$ cat config.mk
export PLATFORM = sky130hd
export DESIGN_NAME = imm_pixel_mask
export DESIGN_NICKNAME = d
export VERILOG_FILES = /design/src/rtl/imm_pixel_mask.sv
export SDC_FILE = /design/constraint.sdc
export NUM_CORES = 1
export LEC_CHECK = 0
export ABC_AREA = 1
export BUFFER_PORTS_ARGS = -buffer_cell sky130_fd_sc_hd__buf_2
export CAP_MARGIN = 10
export CELL_PAD_IN_SITES_DETAIL_PLACEMENT = 0
export CELL_PAD_IN_SITES_GLOBAL_PLACEMENT = 1
export CORE_MARGIN = 2
export CORE_UTILIZATION = 34
export CTS_BUF_LIST = sky130_fd_sc_hd__clkbuf_4 sky130_fd_sc_hd__clkbuf_8 sky130_fd_sc_hd__clkbuf_16
export DETAILED_ROUTE_END_ITERATION = 12
export GPL_ROUTABILITY_DRIVEN = 0
export PLACE_DENSITY_LB_ADDON = 0.25
export SYNTH_ARGS = -nofsm -noshare
export SYNTH_HDL_FRONTEND = slang
export SYNTH_SLANG_ARGS = --single-unit
$ cat constraint.sdc
create_clock -name clk -period 3.1 [get_ports clk]
set_clock_uncertainty 0.05 [all_clocks]
set_input_delay 0.31 -clock clk [delete_from_list [all_inputs] [get_ports clk]]
set_output_delay 0.31 -clock clk [all_outputs]
set_load 0.1 [all_outputs]
$ cat src/rtl/imm_pixel_mask.sv
// ---------------------------------------------------------------------------
// imm_pixel_mask
//
// Purpose:
//     Rectangular pass-window mask for a stream of RGB444 pixels. Each pixel
//     arrives with its row/column coordinate and its own copy of the window
//     origin and mask enable. With the mask enabled (Tx=1), pixels inside the
//     window pass unchanged and pixels outside are replaced by FILL. With the
//     mask disabled (Tx=0), every pixel passes unchanged. The window-hit flag
//     is reported in both modes.
//
//     A single register stage gives exactly one cycle of latency. There is
//     no backpressure: a new pixel can be accepted every cycle.
//
// Parameters:
//     MASK_ROWS  window height in rows (1..512)
//     MASK_COLS  window width in columns (1..256)
//     FILL       replacement colour for masked-out pixels
//
// Ports:
//     clk           system clock, rising edge
//     rst_n         synchronous active-low reset
//     in_valid      inputs below are valid this cycle
//     pixel         input pixel {R[11:8], G[7:4], B[3:0]}
//     i_p, j_p      pixel row (0..511) / column (0..255)
//     i_offset      window top row
//     j_offset      window left column
//     Tx            1 = apply mask, 0 = bypass
//     out_valid     pixel_result / in_window carry a new pixel this cycle
//     pixel_result  masked (or bypassed) pixel
//     in_window     window-hit flag for the pixel on pixel_result
// ---------------------------------------------------------------------------
module imm_pixel_mask #(
    parameter int          MASK_ROWS = 64,
    parameter int          MASK_COLS = 64,
    parameter logic [11:0] FILL      = 12'h000
) (
    input  logic        clk,
    input  logic        rst_n,
    input  logic        in_valid,
    input  logic [11:0] pixel,
    input  logic [8:0]  i_p,
    input  logic [7:0]  j_p,
    input  logic [8:0]  i_offset,
    input  logic [7:0]  j_offset,
    input  logic        Tx,
    output logic        out_valid,
    output logic [11:0] pixel_result,
    output logic        in_window
);

    // Window bounds are computed in widths large enough to hold
    // offset + size without overflow (511+512 and 255+256), so a window that
    // runs past the image edge is simply clipped and never wraps to zero.
    localparam int ROW_W = 11;
    localparam int COL_W = 10;

    localparam logic [ROW_W-1:0] ROWS_EXT = ROW_W'(MASK_ROWS);
    localparam logic [COL_W-1:0] COLS_EXT = COL_W'(MASK_COLS);

    logic [ROW_W-1:0] i_p_ext;
    logic [ROW_W-1:0] i_off_ext;
    logic [ROW_W-1:0] row_end;
    logic [COL_W-1:0] j_p_ext;
    logic [COL_W-1:0] j_off_ext;
    logic [COL_W-1:0] col_end;

    logic row_hit;
    logic col_hit;
    logic hit;

    logic        out_valid_d,    out_valid_q;
    logic [11:0] pixel_result_d, pixel_result_q;
    logic        in_window_d,    in_window_q;

    // Window-hit decode. The upper bound is exclusive: the last row inside
    // is i_offset + MASK_ROWS - 1, and likewise for columns.
    always_comb begin
        i_p_ext   = ROW_W'(i_p);
        i_off_ext = ROW_W'(i_offset);
        row_end   = i_off_ext + ROWS_EXT;
        j_p_ext   = COL_W'(j_p);
        j_off_ext = COL_W'(j_offset);
        col_end   = j_off_ext + COLS_EXT;

        row_hit = (i_p_ext >= i_off_ext) && (i_p_ext < row_end);
        col_hit = (j_p_ext >= j_off_ext) && (j_p_ext < col_end);
        hit     = row_hit && col_hit;
    end

    // Next-state for the output stage. out_valid follows in_valid every
    // cycle; the data and hit flag only update on an accepted pixel so they
    // hold through bubbles.
    always_comb begin
        out_valid_d    = in_valid;
        pixel_result_d = pixel_result_q;
        in_window_d    = in_window_q;

        if (in_valid) begin
            in_window_d = hit;
            if (Tx && !hit) begin
                pixel_result_d = FILL;
            end else begin
                pixel_result_d = pixel;
            end
        end
    end

    // Output register. Reset wins over in_valid, so a pixel presented during
    // reset is dropped.
    always_ff @(posedge clk) begin
        if (!rst_n) begin
            out_valid_q    <= 1'b0;
            pixel_result_q <= 12'h000;
            in_window_q    <= 1'b0;
        end else begin
            out_valid_q    <= out_valid_d;
            pixel_result_q <= pixel_result_d;
            in_window_q    <= in_window_d;
        end
    end

    assign out_valid    = out_valid_q;
    assign pixel_result = pixel_result_q;
    assign in_window    = in_window_q;

endmodule

==> results_dict.tcl, run 1 <==
set metrics [dict create \
    synth_area_um2 1454 \
    dp_cells 343 \
    syn_avg_cell_area_um2 6.213 \
    clockRootBuffer "clkbuf_8" \
    drt_iter0_drc 25 \
    ctsResizeCount 0 \
    drc 0 \
    synthArstFlopShare 0 \
    cpPeakStageDelay_ns 0.28 \
    p_per_area_nw_per_um2 316.3 \
    hold_class "in -> reg" \
    cts.sinks 14 \
    grt_pass1_vias 1343 \
    rsz0062_at_grt "false" \
    final_max_slew_viol_count 0 \
    cts_buffers 3 \
    die_x_um 69.39 \
    setup_tns_ns 0 \
    port_buffers 63 \
    syn_inst 234 \
    cts_hold_buf 0 \
    first_pass_iters 4 \
    layout_common_cells "nand2_1 (77), buf_2 (63), inv_1 (58)" \
    die_y_um 69.39 \
    netlist-cell-type-count 19 \
    clk_pin_slew_ns 0.05 \
    final_hold_viol_count 0 \
    drive_gt1_frac 0.3007 \
    diodes 0 \
    ioPinCount 64 \
    yosysSeqAreaShare 0.1928 \
    routed_via_density 4.214 \
    grt_max_degree 15 \
    cap_violations 0 \
    antenna_found_initial 0 \
    synth-main-ff-cell "dfxtp_1" \
    synth-edff-count 0 \
    clock_path_buffers 2 \
    worst_slew_pin_slew_ns 0.5319 \
    cts_tree "built" \
    status "completed" \
    ys_seq_elements 14 \
    clk_latency_ns 0.24 \
    vias 1458 \
    clock.fmax_ghz 0.5420 \
    post-cts-setup-buffers 0 \
    grt_usage 0.1286 \
    overflow 0 \
    p_leak_nw 1.186 \
    final_common_cell "nand2_1" \
    hold_depth 3 \
    critPathArrivalTime_ns 1.96 \
    vdd_ir_drop_max_mv 0.1447 \
    critPathMostFrequentCell "nor2_1" \
    area_growth_pct 26.68 \
    dieArea_um2 4815 \
    critical_path_class "in -> reg" \
    layout.cells.non_filler 346 \
    min_period_ns 1.845 \
    r2r_cells 2 \
    final_nets 372 \
    setup_viol 0 \
    yosysWarnings 0 \
    worstPathCellList "buf_2 -> ha_1 -> inv_1 -> ha_1 -> a21oi_1 -> nor2_1 -> nor2_1 -> nand2_1 -> nor2_1 -> nand2_2 -> nand2_4 -> nand2_1 -> a21oi_1" \
    syn-num-nets 308 \
    h-tree-depth 1 \
    start_util 0.3583 \
    grt_pass1_wl_mm 5.250 \
    crit_slowest_cell "ha_1" \
    ant_nets 0 \
    finalCritPeriodShare 0.5952 \
    wl_per_cell_um 8.486 \
    startpoint_type "input port" \
    post-dp-hpwl_mm 2.546 \
    fill_cells 468 \
    crit_fanout 12 \
    coreArea_um2 4058 \
    rows 23 \
    slew_headroom 0.6450 \
    worstSetupEndpointType "flop" \
    crit_required_ns 3.22 \
    totalWireLength_mm 2.936 \
]
[synth_stat cells (3+ instances only)]
cell       n  area, µm²
ha_1      24      300.3
inv_1     58      217.7
clkbuf_1   3      11.26
nand2_2   11      68.82
nor2_1    13      48.80
nand3_1    6      30.03
dfxtp_1   14      280.3
a21oi_1    9      45.04
nand2_1   77      289.0
a21oi_2   10      87.58
[worst paths after layout]
kind	from	to	slack (ns)
setup / recovery	i_offset[6]	pixel_result[4]	1.26
hold / removal	rst_n	out_valid	0.27
setup reg to reg	pixel_result[5]	pixel_result[5]	2.43
hold reg to reg	pixel_result[11]	pixel_result[11]	0.42
[stage by stage]
| stage | hold slack (ns) | power, mW | setup slack (ns) | utilization | instance area (µm²) |
|---|---|---|---|---|---|
| after floorplan | 0.3716 | 0.3857 | 1.264 | - | 1454 |
| after global placement | 0.4026 | 0.4475 | 1.055 | 0.4437 | 1800 |
| after detailed placement | 0.4098 | 0.4478 | 1.001 | 0.4437 | 1800 |
| after CTS | 0.2661 | 0.5934 | 1.233 | 0.4539 | 1842 |
| after global routing | 0.3112 | 0.6311 | 1.114 | 0.4539 | 1842 |
| final | 0.2713 | 0.5826 | 1.255 | 0.4539 | 1842 |
[cell families (layout without fill, tap and decap cells)]
| logic type | count (synthesis) | in the layout | synth area share |
|---|---|---|---|
| adder cells (fa/ha/maj) | 24 | 24 | 0.2065 |
| AND/OR/NAND/NOR | 111 | 111 | 0.3210 |
| flip-flops | 14 | 14 | 0.1928 |
| buffers and inverters | 63 | 125 | 0.1738 |
| AO/OA/AOI/OAI | 21 | 21 | 0.09982 |
| XOR/XNOR | 1 | 1 | 0.006025 |
[metal layers]
layer  track usage  vias to the layer above  share of wire
li1              -                      815              -
met5             0                        -              0
met1        0.1617                      602           0.48
met3       0.03052                        2          0.054
met2        0.2233                       39           0.46
met4       0.02614                        0         0.0068
[layout make-up]
| cell class | instances | area [µm²] | share of cell area |
|---|---|---|---|
| timing repair buffer | 63 | 315.3 | 0.1712 |
| inverter | 59 | 221.5 | 0.1202 |
| clock buffer | 3 | 41.29 | 0.02242 |
| sequential | 14 | 280.3 | 0.1522 |
| tap | 50 | 62.56 | 0.03397 |
| multi-input combinational | 157 | 920.9 | 0.5000 |
[power breakdown]
part	leakage [nW]	switching, mW	internal [mW]	total [mW]
Sequential	0.114	0.00364	0.189	0.192
Clock	0.0216	0.0564	0.0856	0.142
Combinational	1.05	0.163	0.0851	0.248
Total	1.19	0.223	0.359	0.583
[sequential cells by signal, indices dropped and copies added (netlist names)]
signal and cells:
pixel_result 12, in_window 1, out_valid 1
[worst max-delay path: cells and delay by family]
| family | cells | cell delay (ns) |
|---|---|---|
| and+or+nand+nor | 7 | 0.65 |
| adders and majority gates | 2 | 0.55 |
| AOI/OAI and AO/OA | 2 | 0.28 |
| buffers and inverters | 2 | 0.16 |
No activity file was read; power rests on OpenSTA's default activity.
==> run 2, diff against run 1 <==
--- a/config.mk
+++ b/config.mk
@@ -11,7 +11,7 @@
 export CELL_PAD_IN_SITES_DETAIL_PLACEMENT = 0
 export CELL_PAD_IN_SITES_GLOBAL_PLACEMENT = 1
 export CORE_MARGIN = 2
-export CORE_UTILIZATION = 34
+export CORE_UTILIZATION = 31
 export CTS_BUF_LIST = sky130_fd_sc_hd__clkbuf_4 sky130_fd_sc_hd__clkbuf_8 sky130_fd_sc_hd__clkbuf_16
 export DETAILED_ROUTE_END_ITERATION = 12
 export GPL_ROUTABILITY_DRIVEN = 0
==> constraint.sdc (replaced) <==
create_clock -name clk -period 1.7 [get_ports clk]
set_clock_uncertainty 0.05 [all_clocks]
set_input_delay 0.17 -clock clk [delete_from_list [all_inputs] [get_ports clk]]
set_output_delay 0.17 -clock clk [all_outputs]
set_load 0.1 [all_outputs]
==> run 2 against run 1 <==
Compared with the run above: sequential power is 83% higher; final cell count is 2.3% higher; global-route usage is 0.88 points lower; core utilization hardly changed; register-to-register slack worse by 1.4 ns; wire length is 11% higher; die area is 9.1% higher.
==> results_dict.tcl, run 2 (synthesis gave the netlist of run 1 again) <==
set metrics [dict create \
    grt_pass1_vias 1265 \
    dp_cells 350 \
    setup_viol 0 \
    start_util 0.3271 \
    critPathArrivalTime_ns 1.71 \
    final_nets 378 \
    cts_tree "built" \
    top_layer "met4" \
    dieArea_um2 5254 \
    vias 1502 \
    multi_input_area_um2 1041 \
    worstPathCellList "buf_6 -> ha_4 -> inv_4 -> ha_4 -> inv_4 -> nor2_4 -> nand2_1 -> nand3_1 -> nor2_1 -> nand2_1 -> nor2_2 -> nand2_4 -> nand2_8 -> nand2_4 -> a21oi_2" \
    cts.sinks 14 \
    grt_usage 0.1198 \
    p_leak_nw 1.245 \
    clock_path_buffers 2 \
    post-dp-hpwl_mm 2.580 \
    fin_util 0.4544 \
    final_max_slew_viol_count 0 \
    clockRootBuffer "clkbuf_8" \
    ant_nets 0 \
    ioPinCount 64 \
    r2r_end "pixel_result[6]" \
    critical_path_class "in -> reg" \
    crit_slowest_cell "ha_4" \
    final_hold_viol_count 0 \
    worstSetupEndpointType "flop" \
    fill_cells 505 \
    r2r_start "pixel_result[6]" \
    cts_buffers 3 \
    rows 24 \
    cpPeakStageDelay_ns 0.26 \
    worst_slew_pin_slew_ns 0.5820 \
    clock.fmax_ghz 0.6288 \
    port_buffers 63 \
    die_x_um 72.49 \
    p_total_mw 1.141 \
    first_pass_iters 4 \
    diodes 0 \
    startpoint_type "input port" \
    crit_start "j_offset[6]" \
    min_period_ns 1.590 \
    layout_common_cells "nand2_1 (75), buf_2 (61), inv_1 (55)" \
    die_y_um 72.49 \
    drive_gt1_frac 0.3642 \
    setup_tns_ns 0 \
    clk_pin_slew_ns 0.05 \
    totalWireLength_mm 3.268 \
    vdd_ir_drop_max_mv 0.2423 \
    met3WireLength_um 193 \
    hold_class "in -> reg" \
    crit_fanout 6 \
    seq_area_um2 280.3 \
    area_growth_pct 38.90 \
    clk_latency_ns 0.24 \
    largest_reg_flops 12 \
    slew_headroom 0.6115 \
    cap_violations 0 \
    final_common_cell "nand2_1" \
    routed_via_density 4.243 \
    layout.cells.non_filler 354 \
    overflow 0 \
    met2_length_mm 1.482 \
    p_per_area_nw_per_um2 564.9 \
    antenna_found_initial 0 \
    coreArea_um2 4444 \
    finalCritPeriodShare 0.9355 \
    grt_max_degree 15 \
    reg2reg_slack_ns 1.04 \
    status "completed" \
    crit_required_ns 1.82 \
    drt_iter0_drc 80 \
    r2r_cells 2 \
    wl_per_cell_um 9.232 \
    worstHoldStart "rst_n" \
    h-tree-depth 1 \
    grt_pass1_wl_mm 5.168 \
    wl_met1_mm 1.581 \
    drc 0 \
    cp-endpoint "pixel_result[4]" \
]
## run 2: changes by cell type in the layout (fill, tap and decap cells not counted), moves of 3 or more
cell	change
ha_4	+4
a21oi_2	+3
ha_1	-4
buf_4	+5
inv_1	-3
a21oi_1	-3
## run 2: cell type report
class / count / area share
inverters: 59 / 0.1121
clock buffers: 3 / 0.02045
multi-input cells: 158 / 0.5155
flip-flops and latches: 14 / 0.1388
repair buffers: 68 / 0.1809
well taps: 52 / 0.03222
## run 2: through the flow
stage               hold slack (ns)  instance area [µm²]  worst slack (ns)
CTS                          0.1258                 1882           0.01611
floorplan                    0.2316                 1454          0.003823
global route                 0.1573                 2019         -0.004775
detailed placement           0.3720                 1841           -0.2305
global placement             0.3806                 1841           -0.2053
finish                       0.1378                 2019            0.1097
## run 2: how the worst min path moves through the flow
stage / slack (ns) / cells after the start / end
2_1_floorplan: 0.23 / 2 / out_valid
3_3_place_gp: 0.38 / 3 / out_valid
3_5_place_dp: 0.37 / 3 / out_valid
4_1_cts: 0.13 / 3 / out_valid
5_1_grt: 0.16 / 3 / out_valid
6_report: 0.14 / 3 / out_valid
## run 2: worst max-delay path: cells and delay by family
| family | cells | cell delay (ns) |
|---|---|---|
| adder cells (fa/ha/maj) | 2 | 0.49 |
| AO/OA/AOI/OAI | 1 | 0.12 |
| buffers and inverters | 3 | 0.18 |
| AND/OR/NAND/NOR | 9 | 0.75 |
## run 2: metal layers
metal / global-route usage / vias up
met5: 0 / -
met4: 0.03086 / 0
met3: 0.01806 / 2
met2: 0.1906 / 39
met1: 0.1693 / 626
li1: - / 835
## run 2: timing repair
action / CTS / global route
hold buffers: 0 / 0
setup buffers: 0 / 0
setup endpoints to repair: 0 / 12
resized for setup: 0 / 27
## run 2: power breakdown
| group | switching, mW | internal, mW | leakage (nW) |
|---|---|---|---|
| Combinational | 0.335 | 0.194 | 1.11 |
| Clock | 0.105 | 0.156 | 0.0216 |
| Sequential | 0.00680 | 0.344 | 0.114 |
